## src/rtl/spi_sensor_arbiter.sv

```systemverilog
// spi_sensor_arbiter
//  Shares a single SPI master between NUM_REQ sensor readers. A round-robin
//  grant is held for one complete SPI frame: the arbiter raises spi_ena and
//  the winner's chip select, waits for the master to go busy and then idle
//  again, hands the received word back with a one-cycle done pulse, and then
//  keeps every chip select high for GAP_CYCLES cycles before the next frame.
//  Optional feature: define SPI_ARB_TIMEOUT_EN to add a frame watchdog that
//  aborts a frame after TIMEOUT_CYCLES cycles in START+BUSY. The aborted frame
//  returns 32'hFFFF_FFFF with done and timeout_err pulsing together.
module spi_sensor_arbiter #(
   parameter int NUM_REQ        = 3,
   parameter int GAP_CYCLES     = 4,
   parameter int TIMEOUT_CYCLES = 1000
) (
   input  logic               clk,
   input  logic               rst,
   input  logic [NUM_REQ-1:0] req,
   output logic [NUM_REQ-1:0] gnt,
   output logic [NUM_REQ-1:0] done,
   output logic [31:0]        rx_data,
   output logic               timeout_err,
   output logic               spi_ena,
   input  logic               spi_not_busy,
   input  logic [31:0]        spi_rx_data,
   output logic [NUM_REQ-1:0] spi_cs_n
);

   localparam int IDXW = (NUM_REQ > 1) ? $clog2(NUM_REQ) : 1;
   localparam int GAPW = (GAP_CYCLES > 1) ? $clog2(GAP_CYCLES) : 1;
   localparam logic [IDXW-1:0] PTR_RST  = IDXW'(NUM_REQ - 1);
   localparam logic [GAPW-1:0] GAP_LAST = GAPW'(GAP_CYCLES - 1);

   // Reject configurations the arbiter is not built for
   if ((NUM_REQ < 2) || (NUM_REQ > 8) || (GAP_CYCLES < 1) ||
       (TIMEOUT_CYCLES < 1) || (TIMEOUT_CYCLES > 65535)) begin : g_param_check
      $error("spi_sensor_arbiter: parameter out of range");
   end

   typedef enum logic [2:0] {
      ST_IDLE  = 3'd0,
      ST_START = 3'd1,
      ST_BUSY  = 3'd2,
      ST_DONE  = 3'd3,
      ST_GAP   = 3'd4
   } state_t;

   state_t             state_r, state_s;
   logic [IDXW-1:0]    idx_r, idx_s;
   logic [IDXW-1:0]    ptr_r, ptr_s;
   logic [NUM_REQ-1:0] gnt_r, gnt_s;
   logic [NUM_REQ-1:0] done_r, done_s;
   logic [NUM_REQ-1:0] cs_n_r, cs_n_s;
   logic [31:0]        rx_data_r, rx_data_s;
   logic               spi_ena_r, spi_ena_s;
   logic [GAPW-1:0]    gap_cnt_r, gap_cnt_s;

   logic               found_s;
   logic [IDXW-1:0]    winner_s;
   logic [IDXW:0]      sum_s;
   logic [IDXW-1:0]    cand_s;
   logic               hit_s;

`ifdef SPI_ARB_TIMEOUT_EN
   localparam logic [15:0] WD_LAST = 16'(TIMEOUT_CYCLES - 1);
   logic [15:0]        wd_r, wd_s;
   logic               tmo_r, tmo_s;
`endif

   // One-hot vector with only the given client's bit set
   function automatic logic [NUM_REQ-1:0] to_onehot(input logic [IDXW-1:0] i);
      to_onehot = NUM_REQ'(1'b1) << i;
   endfunction

   // Round-robin search: first requester after the last winner, wrapping to 0
   always_comb begin
      found_s  = 1'b0;
      winner_s = '0;
      sum_s    = '0;
      cand_s   = '0;
      hit_s    = 1'b0;
      for (int i = 1; i <= NUM_REQ; i++) begin
         sum_s    = {1'b0, ptr_r} + (IDXW+1)'(i);
         cand_s   = (sum_s >= (IDXW+1)'(NUM_REQ)) ? IDXW'(sum_s - (IDXW+1)'(NUM_REQ))
                                                  : sum_s[IDXW-1:0];
         hit_s    = !found_s && req[cand_s];
         winner_s = hit_s ? cand_s : winner_s;
         found_s  = found_s | hit_s;
      end
   end

   // Next-state and next-output logic for the frame sequencer
   always_comb begin
      state_s   = state_r;
      idx_s     = idx_r;
      ptr_s     = ptr_r;
      gnt_s     = gnt_r;
      cs_n_s    = cs_n_r;
      spi_ena_s = spi_ena_r;
      rx_data_s = rx_data_r;
      done_s    = '0;
      gap_cnt_s = gap_cnt_r;
`ifdef SPI_ARB_TIMEOUT_EN
      tmo_s     = 1'b0;
      wd_s      = 16'd0;
`endif
      case (state_r)
         ST_IDLE: begin
            if (found_s) begin
               idx_s     = winner_s;
               ptr_s     = winner_s;
               gnt_s     = to_onehot(winner_s);
               cs_n_s    = ~to_onehot(winner_s);
               spi_ena_s = 1'b1;
               state_s   = ST_START;
            end else begin
               gnt_s     = '0;
               cs_n_s    = '1;
               spi_ena_s = 1'b0;
               state_s   = ST_IDLE;
            end
         end
         ST_START: begin
            // Hold the request until the master reports it has taken the frame
            if (!spi_not_busy) begin
               spi_ena_s = 1'b0;
               state_s   = ST_BUSY;
            end else begin
               spi_ena_s = 1'b1;
               state_s   = ST_START;
            end
         end
         ST_BUSY: begin
            if (spi_not_busy) begin
               rx_data_s = spi_rx_data;
               done_s    = to_onehot(idx_r);
               state_s   = ST_DONE;
            end else begin
               state_s   = ST_BUSY;
            end
         end
         ST_DONE: begin
            gnt_s     = '0;
            cs_n_s    = '1;
            spi_ena_s = 1'b0;
            gap_cnt_s = '0;
            state_s   = ST_GAP;
         end
         ST_GAP: begin
            if (gap_cnt_r == GAP_LAST) begin
               gap_cnt_s = '0;
               state_s   = ST_IDLE;
            end else begin
               gap_cnt_s = gap_cnt_r + GAPW'(1'b1);
               state_s   = ST_GAP;
            end
         end
         default: begin
            gnt_s     = '0;
            cs_n_s    = '1;
            spi_ena_s = 1'b0;
            gap_cnt_s = '0;
            state_s   = ST_IDLE;
         end
      endcase
`ifdef SPI_ARB_TIMEOUT_EN
      // Watchdog runs only while a frame is outstanding; an expiry wins over a
      // completion seen in the same cycle
      if ((state_r == ST_START) || (state_r == ST_BUSY)) begin
         if (wd_r == WD_LAST) begin
            spi_ena_s = 1'b0;
            rx_data_s = 32'hFFFF_FFFF;
            done_s    = to_onehot(idx_r);
            tmo_s     = 1'b1;
            wd_s      = 16'd0;
            state_s   = ST_DONE;
         end else begin
            wd_s      = wd_r + 16'd1;
         end
      end else begin
         wd_s = 16'd0;
      end
`endif
   end

   // State and output registers; a synchronous reset aborts any frame in flight
   always_ff @(posedge clk) begin
      if (rst) begin
         state_r   <= ST_IDLE;
         idx_r     <= '0;
         ptr_r     <= PTR_RST;
         gnt_r     <= '0;
         done_r    <= '0;
         cs_n_r    <= '1;
         rx_data_r <= 32'd0;
         spi_ena_r <= 1'b0;
         gap_cnt_r <= '0;
      end else begin
         state_r   <= state_s;
         idx_r     <= idx_s;
         ptr_r     <= ptr_s;
         gnt_r     <= gnt_s;
         done_r    <= done_s;
         cs_n_r    <= cs_n_s;
         rx_data_r <= rx_data_s;
         spi_ena_r <= spi_ena_s;
         gap_cnt_r <= gap_cnt_s;
      end
   end

`ifdef SPI_ARB_TIMEOUT_EN
   // Watchdog counter and its error flag register
   always_ff @(posedge clk) begin
      if (rst) begin
         wd_r  <= 16'd0;
         tmo_r <= 1'b0;
      end else begin
         wd_r  <= wd_s;
         tmo_r <= tmo_s;
      end
   end

   assign timeout_err = tmo_r;
`else
   assign timeout_err = 1'b0;
`endif

   assign gnt      = gnt_r;
   assign done     = done_r;
   assign rx_data  = rx_data_r;
   assign spi_ena  = spi_ena_r;
   assign spi_cs_n = cs_n_r;

endmodule

```

## config.mk

```make
export PLATFORM = sky130hd
export DESIGN_NAME = spi_sensor_arbiter
export DESIGN_NICKNAME = d
export VERILOG_FILES = /design/src/rtl/spi_sensor_arbiter.sv
export SDC_FILE = /design/constraint.sdc
export NUM_CORES = 1
export LEC_CHECK = 0
export BUFFER_PORTS_ARGS = -buffer_cell sky130_fd_sc_hd__buf_2
export CORE_MARGIN = 1.5
export CORE_UTILIZATION = 50
export DETAILED_ROUTE_END_ITERATION = 8
export PLACE_DENSITY = 0.89
export SLEW_MARGIN = 20
export SYNTH_ARGS = -nofsm -noshare
export SYNTH_HDL_FRONTEND = slang
export SYNTH_SLANG_ARGS = --single-unit
```

## constraint.sdc

```tcl
create_clock -name clk -period 3.5 [get_ports clk]
set_clock_uncertainty 0.1 [all_clocks]
set_input_delay 0.875 -clock clk [delete_from_list [all_inputs] [get_ports clk]]
set_output_delay 0.875 -clock clk [all_outputs]
set_load 0.01 [all_outputs]
```

# Yosys cells after proc, flatten, opt, wreduce, memory -nomap -nowiden
# Index checks and enable logic that the tools add are counted.
[classes] addsub=7 magnitude_cmp=6 eq_ne=5 shift=2 n_mux=26 bitwise_logic=5 n_reduce_logical=11
[ops] cell="two-way mux 2 bit" n=8
[ops] cell="case mux 3 bit (5 select lines)" n=1
[ops] cell="case mux 3 bit (2 select lines)" n=2
[ops] cell="greater-or-equal comparator 3 x 2 -> 1 bit, second input constant" n=3
[ops] cell="less-than comparator 2 x 3 -> 1 bit, second input constant" n=3
[ops] cell="two-way mux 3 bit" n=3
[ops] cell="OR reduction 3 bit" n=3
[ops] cell="two-way mux 1 bit" n=7
[ops] cell="adder 2 x 2 -> 3 bit, second input constant" n=2
[ops] cell="binary-select mux 1 bit (select 2 bit)" n=3
[ops] cell="== test 3 x 2 -> 1 bit, second input constant" n=2
[ops] cell="left shift 1 x 2 -> 3 bit, first input constant" n=2
[ops] cell="subtractor 2 bit, second input constant" n=3
[ops] cell="case mux 2 bit (2 select lines)" n=1
[ops] cell="AND reduction 2 bit" n=2
[ops] cell="adder 2 x 1 -> 3 bit, second input constant" n=1
[ops] cell="== test 3 x 1 -> 1 bit, second input constant" n=1
[ops] cell="== test 3 bit, second input constant" n=1
[ops] cell="logical NOT 3 bit" n=1
[ops] cell="NOT 3 bit" n=1
[ops] cell="case mux 1 bit (3 select lines)" n=1
[ops] cell="adder 2 x 1 -> 2 bit, second input constant" n=1
[ops] cell="== test 2 bit, second input constant" n=1
[ops] cell="logical AND 1 bit" n=2
[ops] cell="4 further kinds" n=7
[word_totals] ff_bits=51 input_bits=38 out_inout_bits=43 word_cells=71

# Depth between registers and ports, before layout
[depth] ltp_word=15 ltp_mapped=9 ltp_nobuf=7

# Worst setup path before layout
# Ideal clock, no wire load.
[synth_path] path_kind="register to register" start="register, netlist name idx_r[0]" end="register cs_n_r[1], in the netlist spi_cs_n[1]" setup_ns=0.120 arrival_ns=2.179 required_time_ns=3.280 slack_ns=1.102 stages_incl_launch_ff=10 path_buffers=2 period_less_slack_ns=2.398 cell_sequence="dfxtp_1 -> clkbuf_1 -> inv_1 -> ha_1 -> buf_6 -> nand2b_1 -> a32oi_2 -> nand4_1 -> a211o_1 -> o31a_1"
[synth_rtl] item="end signal, assigned" line_no="203" source="cs_n_r <= cs_n_s;"
[synth_rtl] item="end, declared" line_no="52" source="logic [NUM_REQ-1:0] cs_n_r, cs_n_s;"

==> results.toml <==
[clock_network]
clock_path_buffers = 2
clock-sinks = 50
hold_buffers = 0
cts.clk_slew.worst_paths_ps = 90
post_cts_resized = 0
cts_buffers = 5
cts_tree = "built"
htree_levels = 2
clock-root-buffer = "clkbuf_8"
clk_latency_ps = 300
cts_setup_buffers = 0

[finish]
ff_latch_area_um2 = 1000
layout.nets = 365
fill_cells = 348
areaGrowthSynthToFinish_pct = 24.3
multiInputGateArea_um2 = 973
n_antenna_cell = 0
layout-drive-gt1-share_pct = 30.2

[worst_setup_path]
r2r_slack_ps = 840
r2r_end = "spi_cs_n[1]"
crit_slowest_cell = "dfxtp_1"
reg2reg_depth = 7
critical_path.max_fanout = 11
path_cells = "inv_1 -> ha_1 -> or2b_1 -> a32oi_2 -> nand4_1 -> a211o_1 -> o31a_1"
cp_num_buf_inv = 1
critPathTopFamily = "compound AO/OA/AOI/OAI gates"
required_ps = 3600
end_kind = "flop"
critPathMaxStageDelay_ps = 540
regToRegStartpoint = "idx_r[0]"
worstPathArrival_ps = 2760
worstSetupPathType = "reg2reg"
startpoint_type = "flop"

[sta]
tightest_slew_ps = 817
fin_crit_ps = 2660
setup_tns_ps = 0
relSlewSlack_pct = 45.5
fin_crit_sh_pct = 75.9
maxSlewViolCount = 0
rsz0062_at_grt = "no"
clock.fmax_mhz = 376
setup_viol_count_final = 0
holdWs_ps = 354
hold_violations = 0

[min_path]
hp-class = "reg2reg"
min_from = "rx_data[0]"
hold-path-endpoint = "rx_data[0]"
hold_path_depth = 2

[power]
pwr-share-comb_pct = 34.9
ir_drop_v = 0.000363
p_switching_uw = 600
p_leak_uw = 0.00114
swShare_pct = 35.0
clkPwrFrac_pct = 23.5
seqPwrFrac_pct = 41.5
p_per_area_nw_per_um2 = 664
p_int_uw = 1110

[grt]
antenna_found_initial = 0
grt_pass1_vias = 1660
grt_first_pass_wirelength_um = 7230
grt_max_degree = 30
grt.overflow.total = 0
track_usage_pct = 21.0

[logic_synthesis]
synthCells = 253
syn-mean-instance-area_um2 = 8.21
synth.net_count = 295
syn_area_um2 = 2080
synth-main-ff-cell = "dfxtp_1"
yosys_warnings = 0
synth_area_leaders = "dfxtp_1 (48%), nand2_1 (13%), a21oi_1 (9.6%), clkbuf_1 (2.7%), ha_1 (2.4%)"
yosysTopAreaCell = "dfxtp_1"
ys_async_sr_fraction_pct = 0
synthDominantCellAreaShare_pct = 48.2
ys_ff_latch = 50
synth.distinct_cells = 50
synth.yosys.seq_area_share_pct = 48.2
synth_enable_flop_cells = 0

[status]
status = "finished, final reports clean"

[die]
coreArea_um2 = 4000
num_io_pins = 81
die-area_um2 = 4550
fp.dieW_um = 67.5
dieHeight_um = 67.5
start_util_pct = 52.0
fp-row-count = 23

[route]
drc = 0
route.vias.total = 1950
antenna_left = 0
routedWlPerCell_um = 12.6
drt_first_pass_iters = 4
routed_via_density = 5.21
first_iter_violations = 99
routed_wl_um = 4720

[placed_design]
port_buffers = 79
place.gp.congestion = 0.881
dpl.hpwl_um = 3380

[run]
cap_viol_max_count = 0
==> layout make-up <==
class,instances,area share [%]
Sequential cell,50,38.7
Multi-Input combinational cell,179,37.7
Timing Repair Buffer,82,16.2
Clock buffer,6,2.81
Tap cell,50,2.42
Clock inverter,2,1.45
Inverter,5,0.726
==> routing by layer <==
metal | wire length (um) | global-route usage [%] | part of all wire, %
met4 | 68 | 9.18 | 1.4
met2 | 2380 | 35.7 | 50
met3 | 306 | 6.67 | 6.5
met5 | 0 | 0 | 0
met1 | 1970 | 24.1 | 42
==> worst max path at each step <==
stage | depth (start not counted) | start | slack (ps) | end
4_1_cts | 7 | idx_r[0] | 850 | spi_cs_n[1]
3_5_place_dp | 7 | idx_r[0] | 870 | spi_cs_n[1]
3_3_place_gp | 7 | idx_r[0] | 970 | spi_cs_n[1]
2_1_floorplan | 9 | idx_r[0] | 1100 | spi_cs_n[1]
5_1_grt | 7 | idx_r[0] | 670 | spi_cs_n[1]
6_report | 7 | idx_r[0] | 840 | spi_cs_n[1]
==> registers in the layout, indices dropped and copies added, names as in the netlist <==
| signal | cells |
|---|---|
| done | 3 |
| idx_r | 2 |
| spi_ena | 1 |
| spi_cs_n | 3 |
| ptr_r | 1 |
| gap_cnt_r | 2 |
| rx_data | 32 |
| state_r | 3 |
| gnt | 3 |
==> cells in the mapped netlist, types with 2 or more instances <==
cell type,count
a21o_1,2
a21oi_1,40
buf_2,2
clkbuf_1,15
dfxtp_1,50
ha_1,4
inv_1,4
mux2i_1,3
nand2_1,72
nand2b_1,2
nand3_1,2
nor2_1,9
nor3_1,4
nor4_1,2
nor4b_1,2
o21ai_0,2
o21ai_1,3
or3_1,2
xor2_1,2
==> cells by family (layout without fill, tap and decap cells) <==
kind of cell	count (synthesis)	count (layout)	share of synthesized area (%)
and+or+nand+nor	106	106	22.6
AOI/OAI and AO/OA	60	60	17.8
DFF	50	50	48.2
buffers and inverters	24	95	5.00
muxes	5	5	2.53
adders and majority gates	4	4	2.41
xor gates and xnor gates	3	3	1.26
other	1	1	0.180
==> through the flow <==
step                util (%)  cell area, um2  instances  power, uW  worst slack [ps]
global placement        61.8            2470        366       1290               967
global route            64.6            2580        374       1810               666
detailed placement      61.8            2470        366       1320               869
finish                  64.6            2580        374       1710               844
floorplan                  -            2080        253       1170              1100
CTS                     64.6            2580        374       1720               852
==> cells in the final DEF, fill, tap and decap left out, types with 2 or more instances in the layout <==
master    netlist  routed
buf_2           2      79
nand2_1        72      72
dfxtp_1        50      50
a21oi_1        40      40
nor2_1          9       9
clkbuf_8        0       5
inv_1           4       4
nor3_1          4       4
ha_1            4       4
o21ai_1         3       3
mux2i_1         3       3
buf_4           1       3
xor2_1          2       2
o21ai_0         2       2
nand2b_1        2       2
or3_1           2       2
a21o_1          2       2
nand3_1         2       2
nor4b_1         2       2
nor4_1          2       2
==> worst reg2reg max path: cells and delay by family (launching register included) <==
family | cells | cell delay [ps]
DFF | 1 | 540
and+or+nand+nor | 2 | 420
AOI/OAI and AO/OA | 3 | 820
buffers and inverters | 1 | 140
adders and majority gates | 1 | 530
==> power groups by stage <==
stage               Clock [uW]  Combinational (uW)  Sequential [uW]
global placement             0                 567              719
floorplan                    0                 454              719
detailed placement           0                 594              725
CTS                        413                 597              713
global route               428                 663              723
finish                     404                 599              712
Power figures use the tool's default switching activity.
